### config.mk
export PLATFORM = sky130hd
export DESIGN_NAME = lsu_access
export DESIGN_NICKNAME = d
export VERILOG_FILES = /design/src/rtl/lsu_access_pkg.sv /design/src/rtl/lsu_access_align.sv /design/src/rtl/lsu_access.sv
export SDC_FILE = /design/constraint.sdc
export NUM_CORES = 1
export LEC_CHECK = 0
export BUFFER_PORTS_ARGS = -buffer_cell sky130_fd_sc_hd__clkbuf_2
export CAP_MARGIN = 20
export CORE_MARGIN = 5
export CORE_UTILIZATION = 53
export CTS_BUF_LIST = sky130_fd_sc_hd__clkbuf_8
export CTS_CLUSTER_SIZE = 40
export DETAILED_ROUTE_END_ITERATION = 6
export GPL_TIMING_DRIVEN = 0
export PLACE_DENSITY = 0.93
export SETUP_SLACK_MARGIN = 0.4
export SLEW_MARGIN = 20
export SYNTH_ARGS = -nofsm -noshare
export SYNTH_HDL_FRONTEND = slang
export SYNTH_SLANG_ARGS = --single-unit
### constraint.sdc
create_clock -name clk -period 9.6 [get_ports clk]
set_input_delay 1.44 -clock clk [delete_from_list [all_inputs] [get_ports clk]]
set_output_delay 1.44 -clock clk [all_outputs]
set_load 0.01 [all_outputs]
### src/rtl/lsu_access_pkg.sv
// lsu_access_pkg: shared widths, memory opcode encodings, size-class decode and FSM states for the LSU
package lsu_access_pkg;
    localparam int XLEN          = 64;
    localparam int BUS_BYTES     = XLEN / 8;
    localparam int REG_ADDRWIDTH = 5;
    localparam int MEMOP_LEN     = 4;

    typedef enum logic [MEMOP_LEN-1:0] {
        MEMOP_NONE, MEMOP_LB, MEMOP_LH, MEMOP_LW, MEMOP_LD, MEMOP_LBU,
        MEMOP_LHU, MEMOP_LWU, MEMOP_SB, MEMOP_SH, MEMOP_SW, MEMOP_SD
    } memop_e;

    typedef enum logic [1:0] {SZ_B, SZ_H, SZ_W, SZ_D} size_e;

    typedef enum logic [1:0] {IDLE, REQ, RSP, OUT} state_e;

    function automatic size_e op_size(input logic [MEMOP_LEN-1:0] op);
        case (op)
            MEMOP_LB, MEMOP_LBU, MEMOP_SB: return SZ_B;
            MEMOP_LH, MEMOP_LHU, MEMOP_SH: return SZ_H;
            MEMOP_LW, MEMOP_LWU, MEMOP_SW: return SZ_W;
            default:                       return SZ_D;
        endcase
    endfunction

    function automatic logic is_store(input logic [MEMOP_LEN-1:0] op);
        return op inside {MEMOP_SB, MEMOP_SH, MEMOP_SW, MEMOP_SD};
    endfunction

    function automatic logic is_load(input logic [MEMOP_LEN-1:0] op);
        return op inside {MEMOP_LB, MEMOP_LH, MEMOP_LW, MEMOP_LD, MEMOP_LBU, MEMOP_LHU, MEMOP_LWU};
    endfunction

    function automatic logic is_mem(input logic [MEMOP_LEN-1:0] op);
        return is_load(op) || is_store(op);
    endfunction

    function automatic logic is_signed_load(input logic [MEMOP_LEN-1:0] op);
        return op inside {MEMOP_LB, MEMOP_LH, MEMOP_LW};
    endfunction

    // Natural-alignment violation for a memory op at the given byte lane
    function automatic logic misaligned(input logic [MEMOP_LEN-1:0] op, input logic [2:0] off);
        size_e sz = op_size(op);
        return is_mem(op) && ((sz == SZ_H && off[0]) || (sz == SZ_W && off[1:0] != 2'b00) ||
                              (sz == SZ_D && off != 3'b000));
    endfunction
endpackage

### src/rtl/lsu_access_align.sv
// lsu_align: store lane shift/byte enables and load shift/extend for one 64-bit bus beat
module lsu_align
    import lsu_access_pkg::*;
(
    input  logic [MEMOP_LEN-1:0] i_op,
    input  logic [2:0]           i_off,
    input  logic [XLEN-1:0]      i_rs2,
    input  logic [63:0]          i_rdata,
    output logic [BUS_BYTES-1:0] o_wmask,
    output logic [63:0]          o_wdata,
    output logic [XLEN-1:0]      o_ldata
);
    size_e                w_size;
    logic [2:0]           w_off;
    logic [BUS_BYTES-1:0] w_smask;
    logic [63:0]          w_sh;
    logic                 w_sx;

    // Offset is aligned down to the access size so an access never straddles lanes
    always_comb begin
        w_size  = op_size(i_op);
        w_off   = i_off & (3'b111 << w_size);
        w_smask = (w_size == SZ_B) ? 8'h01 : (w_size == SZ_H) ? 8'h03 : (w_size == SZ_W) ? 8'h0F : 8'hFF;
        o_wmask = w_smask << w_off;
        o_wdata = i_rs2 << {w_off, 3'b000};
        w_sh    = i_rdata >> {w_off, 3'b000};
        w_sx    = is_signed_load(i_op);
        o_ldata = (w_size == SZ_B) ? {{(XLEN-8){w_sx & w_sh[7]}}, w_sh[7:0]} :
                  (w_size == SZ_H) ? {{(XLEN-16){w_sx & w_sh[15]}}, w_sh[15:0]} :
                  (w_size == SZ_W) ? {{(XLEN-32){w_sx & w_sh[31]}}, w_sh[31:0]} : w_sh;
    end
endmodule

### src/rtl/lsu_access.sv
// lsu_access: execute-result consumer that runs one data-memory transaction per load/store
// Optional LSU_MISALIGN_CHECK_EN: misaligned accesses skip the bus and report the faulting address
module lsu_access
    import lsu_access_pkg::*;
(
    input  logic                     clk,
    input  logic                     rst,
    input  logic                     ex_valid_i,
    output logic                     ex_ready_o,
    input  logic [XLEN-1:0]          exc_alu_out_i,
    input  logic [XLEN-1:0]          rs2_data_i,
    input  logic [MEMOP_LEN-1:0]     mem_op_i,
    input  logic [REG_ADDRWIDTH-1:0] rd_idx_i,
    output logic                     dmem_req_valid_o,
    input  logic                     dmem_req_ready_i,
    output logic [XLEN-1:0]          dmem_addr_o,
    output logic                     dmem_we_o,
    output logic [63:0]              dmem_wdata_o,
    output logic [7:0]               dmem_wmask_o,
    input  logic                     dmem_rsp_valid_i,
    input  logic [63:0]              dmem_rdata_i,
    output logic                     wb_valid_o,
    input  logic                     wb_ready_i,
    output logic [REG_ADDRWIDTH-1:0] wb_rd_idx_o,
    output logic [XLEN-1:0]          wb_data_o,
    output logic                     wb_misalign_o
);
    state_e                   r_state;
    logic [XLEN-1:0]          r_addr;
    logic [XLEN-1:0]          r_rs2;
    logic [MEMOP_LEN-1:0]     r_op;
    logic [REG_ADDRWIDTH-1:0] r_rd;
    logic [XLEN-1:0]          r_wb_data;
    logic [REG_ADDRWIDTH-1:0] r_wb_rd;
    logic                     r_misalign;
    logic [7:0]               w_wmask;
    logic [63:0]              w_wdata;
    logic [XLEN-1:0]          w_ldata;
    logic                     w_misalign;
    logic                     w_req;

    lsu_align u_align (
        .i_op    (r_op),
        .i_off   (r_addr[2:0]),
        .i_rs2   (r_rs2),
        .i_rdata (dmem_rdata_i),
        .o_wmask (w_wmask),
        .o_wdata (w_wdata),
        .o_ldata (w_ldata)
    );

`ifdef LSU_MISALIGN_CHECK_EN
    assign w_misalign = misaligned(mem_op_i, exc_alu_out_i[2:0]);
`else
    assign w_misalign = 1'b0;
`endif

    // Bus fields are only driven while a request is outstanding, so they read 0 otherwise
    assign w_req            = r_state == REQ;
    assign ex_ready_o       = r_state == IDLE;
    assign dmem_req_valid_o = w_req;
    assign dmem_addr_o      = w_req ? {r_addr[XLEN-1:3], 3'b000} : '0;
    assign dmem_we_o        = w_req & is_store(r_op);
    assign dmem_wdata_o     = w_req ? w_wdata : '0;
    assign dmem_wmask_o     = w_req ? w_wmask : '0;
    assign wb_valid_o       = r_state == OUT;
    assign wb_rd_idx_o      = r_wb_rd;
    assign wb_data_o        = r_wb_data;
    assign wb_misalign_o    = r_misalign;

    // Accept, run the optional bus request/response, then hold the writeback until it is taken
    always_ff @(posedge clk or posedge rst) begin
        if (rst) begin
            r_state    <= IDLE;
            r_addr     <= '0;
            r_rs2      <= '0;
            r_op       <= MEMOP_NONE;
            r_rd       <= '0;
            r_wb_data  <= '0;
            r_wb_rd    <= '0;
            r_misalign <= 1'b0;
        end else begin
            case (r_state)
                IDLE: if (ex_valid_i) begin
                    r_addr     <= exc_alu_out_i;
                    r_rs2      <= rs2_data_i;
                    r_op       <= mem_op_i;
                    r_rd       <= rd_idx_i;
                    r_wb_data  <= exc_alu_out_i;
                    r_wb_rd    <= is_mem(mem_op_i) ? '0 : rd_idx_i;
                    r_misalign <= w_misalign;
                    r_state    <= (!is_mem(mem_op_i) || w_misalign) ? OUT : REQ;
                end
                REQ: if (dmem_req_ready_i) r_state <= RSP;
                RSP: if (dmem_rsp_valid_i) begin
                    r_wb_data <= is_store(r_op) ? '0 : w_ldata;
                    r_wb_rd   <= is_store(r_op) ? '0 : r_rd;
                    r_state   <= OUT;
                end
                OUT: if (wb_ready_i) r_state <= IDLE;
                default: r_state <= IDLE;
            endcase
        end
    end
endmodule
==> results of run 1 <==
[area by class of cell]
type,instances,share of cell area (%)
plain buffers,119,3.161
diodes,2,0.03122
well taps,319,2.490
repair buffers,413,13.03
inverters,13,0.3512
flip-flops and latches,208,32.47
multi-input cells,1062,43.13
clock buffers,49,4.207
clock inverters,18,1.132
[power by group through the flow]
stage | clock (mW) | combinational, mW | sequential, mW
floorplan | 0 | 2.87 | 1.63
global route | 1.00 | 5.06 | 1.76
CTS | 0.961 | 4.67 | 1.70
detailed placement | 0 | 4.62 | 1.71
finish | 0.962 | 4.81 | 1.73
global placement | 0 | 4.55 | 1.68
[sequential cells by signal, indices dropped and copies added (netlist names)]
name / cells
r_state: 2
r_rs2: 64
r_op: 4
r_addr: 64
wb_data_o: 64
wb_rd_idx_o: 5
r_rd: 5
[logic make-up after synthesis]
group                      count (synthesis)  share of synthesized area [%]
DFF                                      208                          41.10
buffers and inverters                    132                          4.387
other                                      1                        0.02961
AOI/OAI and AO/OA                        264                          14.85
muxes                                    190                          16.37
xor gates and xnor gates                   1                        0.06918
adders and majority gates                  8                         0.7905
and+or+nand+nor                          595                          22.40
[metal layers]
metal / track usage [%] / vias up / wire length (um)
met1: 49.30 / 6679 / 20550
met5: 0 / - / 0
met2: 69.85 / 1163 / 27860
li1: - / 5871 / -
met4: 29.68 / 0 / 4883
met3: 10.46 / 338 / 6538
[metrics by stage]
step	power [mW]	setup slack [ns]	std cells
3_5_place_dp	6.326	4.192	2134
2_1_floorplan	4.501	2.479	1402
3_3_place_gp	6.238	0.4460	2133
4_1_cts	7.331	3.628	2201
5_1_grt	7.815	3.422	2202
6_report	7.504	3.471	2203
[how the worst max path moves through the flow]
stage                       start               to  cells after the start
after floorplan               rst        r_addr[0]                      1
after global placement        rst         r_rs2[3]                      2
after detailed placement  r_op[0]  dmem_wdata_o[8]                     11
after CTS                 r_op[0]  dmem_wdata_o[8]                     11
after global routing      r_op[0]  dmem_wdata_o[8]                     11
final                     r_op[0]  dmem_wdata_o[8]                      9
[synth_stat cells, drive strengths merged, types with 3 or more instances]
master / count
nand2: 241
dfrtp: 208
mux2: 137
a21oi: 94
nand3: 88
nor2: 86
clkbuf: 85
and2: 76
mux2i: 53
buf: 34
nor2b: 33
and3: 32
a31oi: 25
o21ai: 23
nor3: 21
a221o: 19
o22ai: 17
o32a: 16
o211ai: 13
inv: 12
a211oi: 10
a21o: 10
a221oi: 8
ha: 8
o22a: 7
nand2b: 4
o31ai: 4
a2bb2oi: 3
a41oi: 3
or4b: 3
==> metrics, run 1 <==
Max clock buf depth=3; IO Count=417; utilization after layout=68.30%; Die Ht=164.6 um; buffer count from post-CTS setup fixing=0; crit path buf inv count=4; crit path max-delay cell type=buf_1; P_sw=3.885 mW; most common cell after layout, fill and taps aside=clkbuf_2; final instance area=0.01603 sq mm; reg2reg path depth=10; multi-input logic area=0.006914 sq mm; Yosys warning total=0; Detailed Routing Iterations Pass 1=7; overall routed net length=59830 um; Leakage=8.006 nW; hold slack=0.4983 ns; vias in the first global route=14311; switch share=51.77%; initial antenna violation count=1; Hold Fails Final Rpt=0; cell family with most CP delay=buffers and inverters; PostCTS Resize Cnt=0; measured slew at the worst slew-check pin=0.9860 ns; Final period util=63.84%; placed cell areas=0.01517 sq mm; Final min period=6.129 ns; cts hold-fix bufs=0; share of synthesized registers carrying an async set or reset=100.0%; RSZ-0062 raised after global routing=no; Initial Util=53.95%; DR DRC count=2; setup TNS=0 ns; most frequent cells in the layout=clkbuf_2, nand2_1, dfrtp_1, mux2_2, a21oi_1; largest net degree at the start of global routing=110; Synth Instances=1399; CP cell instances=inv_1 > ha_1 > nor2b_2 > o41ai_1 > clkbuf_1 > buf_1 > nand3_1 > nor2_1 > clkbuf_2; drt initial violations=1758; sequential area share after synthesis=41.10%; Gate power share=64.1%; total congestion overflow=0; failing checks=design-rule violations; reg2reg setup slack=5.72 ns; mapped cell area=0.01266 sq mm; syn_area_per_cell=9.052 sq um; status=finished with violations; Critical Path Sink Type=output port; Worst VDD drop=0.2292 mV; GP Congestion=1.045; Worst Hold Path EP=r_addr[11]; WS Path Type=reg -> out; vias per cell=6.378; Crit path arrival time=4.69 ns; Reg2Reg Capture Point=wb_data_o[59]; Clock Latency Late Sink=0.55 ns; Layout area overhead=26.60%; crit-path max cell delay=0.77 ns; Final Max Tran Viols=0; Worst slew margin=34.26%; worst min-delay path class=reg -> reg; Yosys cell types=64; Area contributors post-synth=dfrtp_1, mux2_2, nand2_1; CP Max Fanout=10; main flop type after synthesis=dfrtp_1; CTS sink count=208; max-cap viol count=0; post-DR wirelength/cell=27.16 um; Die Wd=164.6 um; # fillers=1854; DRT antenna net count=0; Crit path required time=8.16 ns; Max Clock Skew=0.03233 ns; Yosys top cell area share=41.10%; CORE AREA=0.02347 sq mm; row cnt=56; hold depth=1; Total GRT Usage=42.70%; pwr/cell area=468.0 mW/mm^2; total CTS buffers=37; min-delay src=r_addr[11]; reg-to-reg startpoint=r_op[0]; clock slew at reported path FFs=0.06 ns; Pint=3.619 mW; layout cell share with drive strength beyond 1=34.75%; Die Area=0.02708 sq mm; post-DP HPWL=45880 um; H-Tree Depth=2; routed vias=14051; CTS tree=yes; share of power burned in registers=23.1%; #FFs+latches synth=208; Register Area=0.005205 sq mm; port bufs=412; Post-synth EDFFs=0; clock network fraction of total power=12.8%; fmax=163.2 MHz; # setup viols final=0; area leader, netlist=dfrtp_1; Final #Nets=2069; critical path launch point type=register; first-pass GRT wire length=86410 um; CTS Root Cell=clkbuf_8
Power figures use the tool's default switching activity.
==> run 2: changes to the inputs <==
==> constraint.sdc (replaced) <==
create_clock -name clk -period 5.8 [get_ports clk]
set_input_delay 0.87 -clock clk [delete_from_list [all_inputs] [get_ports clk]]
set_output_delay 0.87 -clock clk [all_outputs]
set_load 0.01 [all_outputs]
==> metrics, run 2 (synthesis results as in run 1) <==
post-DR wirelength/cell=26.58 um; CORE AREA=0.02347 sq mm; RSZ-0062 raised after global routing=no; CTS Root Cell=clkbuf_8; Top cell by count, worst path=clkbuf_2; CP cell instances=inv_1 > ha_1 > nor2b_2 > o41ai_1 > clkbuf_1 > clkbuf_2 > buf_1 > nand3_1 > a21oi_1 > clkbuf_2; status=finished, final reports clean; Worst slew margin=29.70%; DR DRC count=0; total congestion overflow=0; routed vias=13996; final instance area=0.01600 sq mm; layout cell share with drive strength beyond 1=34.75%; Detailed Routing Iterations Pass 1=6; fmax=189.2 MHz; total CTS buffers=36; crit-path max cell delay=0.60 ns; hold slack=0.3529 ns; Final #Nets=2073; max-cap viol count=0; Hold Fails Final Rpt=0; WS Path Type=reg -> out; Total GRT Usage=42.12%; post-DP HPWL=45960 um; Levels on crit path=10; port bufs=412; H-Tree Depth=2; Initial Util=53.95%; measured slew at the worst slew-check pin=1.055 ns; overall routed net length=58630 um; reg2reg path depth=10; pwr/cell area=755.4 mW/mm^2; critical path launch point type=register; Leakage=7.987 nW; crit path buf inv count=5; DRT antenna net count=0; IO Count=417; Clock Latency Late Sink=0.56 ns; vias in the first global route=14199; Layout area overhead=26.32%; Die Ht=164.6 um; vias per cell=6.345; Crit path arrival time=4.42 ns; Max Clock Skew=0.03968 ns; row cnt=56; crit path max-delay cell type=clkbuf_1; Crit path required time=4.93 ns; first-pass GRT wire length=85470 um; Max clock buf depth=3; Final Max Tran Viols=0; Total Power=12.08 mW; worst min-delay path class=in -> async; # fillers=1868; GP Congestion=1.059; CTS sink count=208; CTS tree=yes; Die Area=0.02708 sq mm; placed cell areas=0.01527 sq mm; drt initial violations=1993; cell family with most CP delay=buffers and inverters; largest net degree at the start of global routing=37; initial antenna violation count=5; # setup viols final=0; Die Wd=164.6 um; most common cell after layout, fill and taps aside=clkbuf_2; Final period util=91.14%; CP Max Fanout=10; Worst VDD drop=0.4152 mV; most frequent cells in the layout=clkbuf_2, nand2_1, dfrtp_1, mux2_2, a21oi_1; clock slew at reported path FFs=0.07 ns; setup TNS=0 ns; Final min period=5.286 ns; Critical Path Sink Type=output port; cts hold-fix bufs=0
-- run 2: cell count changes in the layout (fill, tap and decap cells not counted), sizes merged --
cell      change
buf           +5
bufinv        -3
clkbuf        -6
clkinvlp      +1
diode         +3
inv           +3
-- run 2: cell type report --
type	count	area (sq um)	area share [%]
Antenna cell	5	12.51	0.07822
Buffer	119	508.0	3.176
Clock buffer	43	591.8	3.700
Clock inverter	19	118.9	0.7431
Inverter	13	52.55	0.3285
Multi-Input combinational cell	1062	6919	43.25
Sequential cell	208	5205	32.54
Tap cell	319	399.1	2.495
Timing Repair Buffer	418	2190	13.69
-- run 2: final timing paths --
check	slack (ns)	end	start
setup / recovery	0.51	dmem_wdata_o[39]	r_op[0]
hold / removal	0.35	wb_data_o[11]	rst
setup reg to reg	2.02	wb_data_o[62]	r_op[0]
hold reg to reg	0.50	r_addr[54]	r_addr[54]
max in group asynchronous	4.37	r_rs2[3]	rst
min in group clk	0.50	r_addr[54]	r_addr[54]
-- run 2: through the flow --
step / instances / setup slack (ns) / util [%]
floorplan: 1402 / 2.230 / -
global placement: 2133 / 1.051 / 64.50
detailed placement: 2139 / 1.013 / 65.04
CTS: 2201 / 0.4594 / 68.07
global route: 2204 / 0.4172 / 68.13
finish: 2206 / 0.5139 / 68.15
-- run 2: metal layers --
| metal | GRT usage [%] | up-vias | wire [um] |
|---|---|---|---|
| li1 | - | 5875 | - |
| met1 | 48.61 | 6628 | 20000 |
| met2 | 68.64 | 1196 | 27390 |
| met3 | 11.31 | 295 | 6607 |
| met4 | 28.32 | 2 | 4621 |
| met5 | 0 | - | 8 |
-- run 2: repair_timing --
item	CTS	global route
resized for setup	0	3
buffers inserted	0	0
endpoints found under the setup margin	0	20
-- run 2: worst register-to-register path: cells and delay by family (launching register included) --
kind	cells	cell delay, ns
DFF	1	0.51
AOI/OAI and AO/OA	5	1.83
and+or+nand+nor	2	0.67
adders and majority gates	1	0.29
buffers and inverters	2	0.44
-- run 2: report_power, final --
group	internal [mW]	switching (mW)	total, mW
clock network	0.721	0.633	1.35
logic	2.85	5.03	7.88
registers	2.22	0.633	2.85
==> run 3: changes to the inputs <==
--- a/config.mk
+++ b/config.mk
@@ -19,3 +19,4 @@
 export SYNTH_ARGS = -nofsm -noshare
 export SYNTH_HDL_FRONTEND = slang
 export SYNTH_SLANG_ARGS = --single-unit
+export TNS_END_PERCENT = 1
==> constraint.sdc (replaced) <==
create_clock -name clk -period 5.8 [get_ports clk]
set_input_delay 1.16 -clock clk [delete_from_list [all_inputs] [get_ports clk]]
set_output_delay 1.16 -clock clk [all_outputs]
set_load 0.01 [all_outputs]
==> metrics, run 3 (synthesis results as in run 1) <==
Final #Nets=2073; most common cell after layout, fill and taps aside=clkbuf_2; IO Count=417; layout cell share with drive strength beyond 1=35.07%; status=finished, final reports clean; vias in the first global route=14189; # setup viols final=0; total congestion overflow=0; pwr/cell area=754.2 mW/mm^2; Clock Latency Late Sink=0.56 ns; Total GRT Usage=42.12%; max-cap viol count=0; CP cell instances=inv_1 > ha_1 > nor2b_2 > o21ai_0 > buf_2 > buf_2 > clkbuf_4 > mux2i_1 > o21ai_0 > nand2_1 > a21oi_1 > clkbuf_2; Detailed Routing Iterations Pass 1=7; CTS sink count=208; Initial Util=53.95%; crit path buf inv count=5; Worst VDD drop=0.4178 mV; Final min period=5.379 ns; Total Power=12.07 mW; Max Clock Skew=0.04261 ns; H-Tree Depth=2; Die Ht=164.6 um; WS Path Type=reg -> out; Leakage=8.006 nW; Post-Layout Cell Count=2207; post-DP HPWL=45960 um; CP Max Fanout=10; vias per cell=6.319; DR DRC count=0; Die Wd=164.6 um; worst min-delay path class=reg -> reg; row cnt=56; crit path max-delay cell type=dfrtp_1; most frequent cells in the layout=clkbuf_2, nand2_1, dfrtp_1, mux2_2, a21oi_1; Crit path arrival time=4.22 ns; CTS Root Cell=clkbuf_8; cell family with most CP delay=buffers and inverters; routed vias=13946; Crit path required time=4.64 ns; placed cells=2139; measured slew at the worst slew-check pin=1.015 ns; Worst slew margin=32.32%; DRT antenna net count=0; utilization after layout=68.20%; total CTS buffers=36; cts hold-fix bufs=0; overall routed net length=58510 um; Max clock buf depth=3; setup TNS=0 ns; buffer count from post-CTS setup fixing=0; initial antenna violation count=5; Critical Path Sink Type=output port; CTS tree=yes; Final period util=92.75%; clock slew at reported path FFs=0.06 ns; Layout area overhead=26.42%; Final Max Tran Viols=0; CORE AREA=0.02347 sq mm; port bufs=412; critical path launch point type=register; Die Area=0.02708 sq mm; fmax=185.9 MHz; final worst slack=0.4206 ns; first-pass GRT wire length=85530 um; crit-path max cell delay=0.51 ns; Place WS=0.7228 ns; post-DR wirelength/cell=26.51 um; GP Congestion=1.059; Hold Fails Final Rpt=0; # fillers=1873; RSZ-0062 raised after global routing=yes; drt initial violations=1877; largest net degree at the start of global routing=37
[run 3: cell count changes in the layout (fill, tap and decap cells not counted), sizes merged]
cell	previous run	this run
diode	5	6
buf	40	38
clkbuf	540	542
[run 3: path summary, 6_finish.rpt]
check | from | to | slack [ns] | cells after the start
setup reg to reg | r_op[0] | wb_data_o[62] | 2.02 | 10
max in group asynchronous | rst | r_rs2[3] | 4.07 | 5
hold reg to reg | r_addr[54] | r_addr[54] | 0.50 | 1
setup / recovery | r_op[0] | dmem_wdata_o[48] | 0.42 | 12
min in group asynchronous | rst | wb_data_o[11] | 0.64 | 2
hold / removal | r_addr[54] | r_addr[54] | 0.50 | 1
[run 3: power breakdown]
group | internal [mW] | leakage [nW] | switching, mW
clock | 0.721 | 0.408 | 0.632
combinational | 2.85 | 5.15 | 5.02
sequential | 2.22 | 2.45 | 0.631
[run 3: cell type report]
type                       count  area [sq um]  share of cell area, %
tap                          319         399.1                  2.493
clock inverter                19         118.9                 0.7425
clock buffer                  43         591.8                  3.697
inverter                      13         52.55                 0.3283
sequential                   208          5205                  32.51
timing repair buffer         418          2190                  13.68
buffer                       119         518.0                  3.236
multi-input combinational   1062          6919                  43.22
antenna                        6         15.01                0.09379
[run 3: through the flow]
stage | cell area, sq um | hold WS, ns
after floorplan | 12680 | 0.4713
after global placement | 15140 | 0.4788
after detailed placement | 15270 | 0.4863
after CTS | 15980 | 0.4993
after global routing | 16000 | 0.5067
final | 16010 | 0.4976
[run 3: timing repair]
action | 4_1_cts | 5_1_grt
resized for setup | 2 | 13
endpoints found under the setup margin | 23 | 43
cloned | 0 | 0
[run 3: worst reg2reg max path: cells and delay by family, from the launching register on]
family | cells | cell delay [ns]
AO/OA/AOI/OAI | 5 | 1.81
adder cells (fa/ha/maj) | 1 | 0.29
buffers and inverters | 2 | 0.44
flip-flops | 1 | 0.51
AND/OR/NAND/NOR | 2 | 0.67
[run 3: per-layer routing]
metal | vias up | part of all wire, % | track usage (%)
met5 | - | 0.021 | 0
li1 | 5878 | - | -
met4 | 2 | 8.2 | 28.05
met3 | 300 | 11 | 11.36
met1 | 6606 | 34 | 48.52
met2 | 1160 | 46 | 68.82
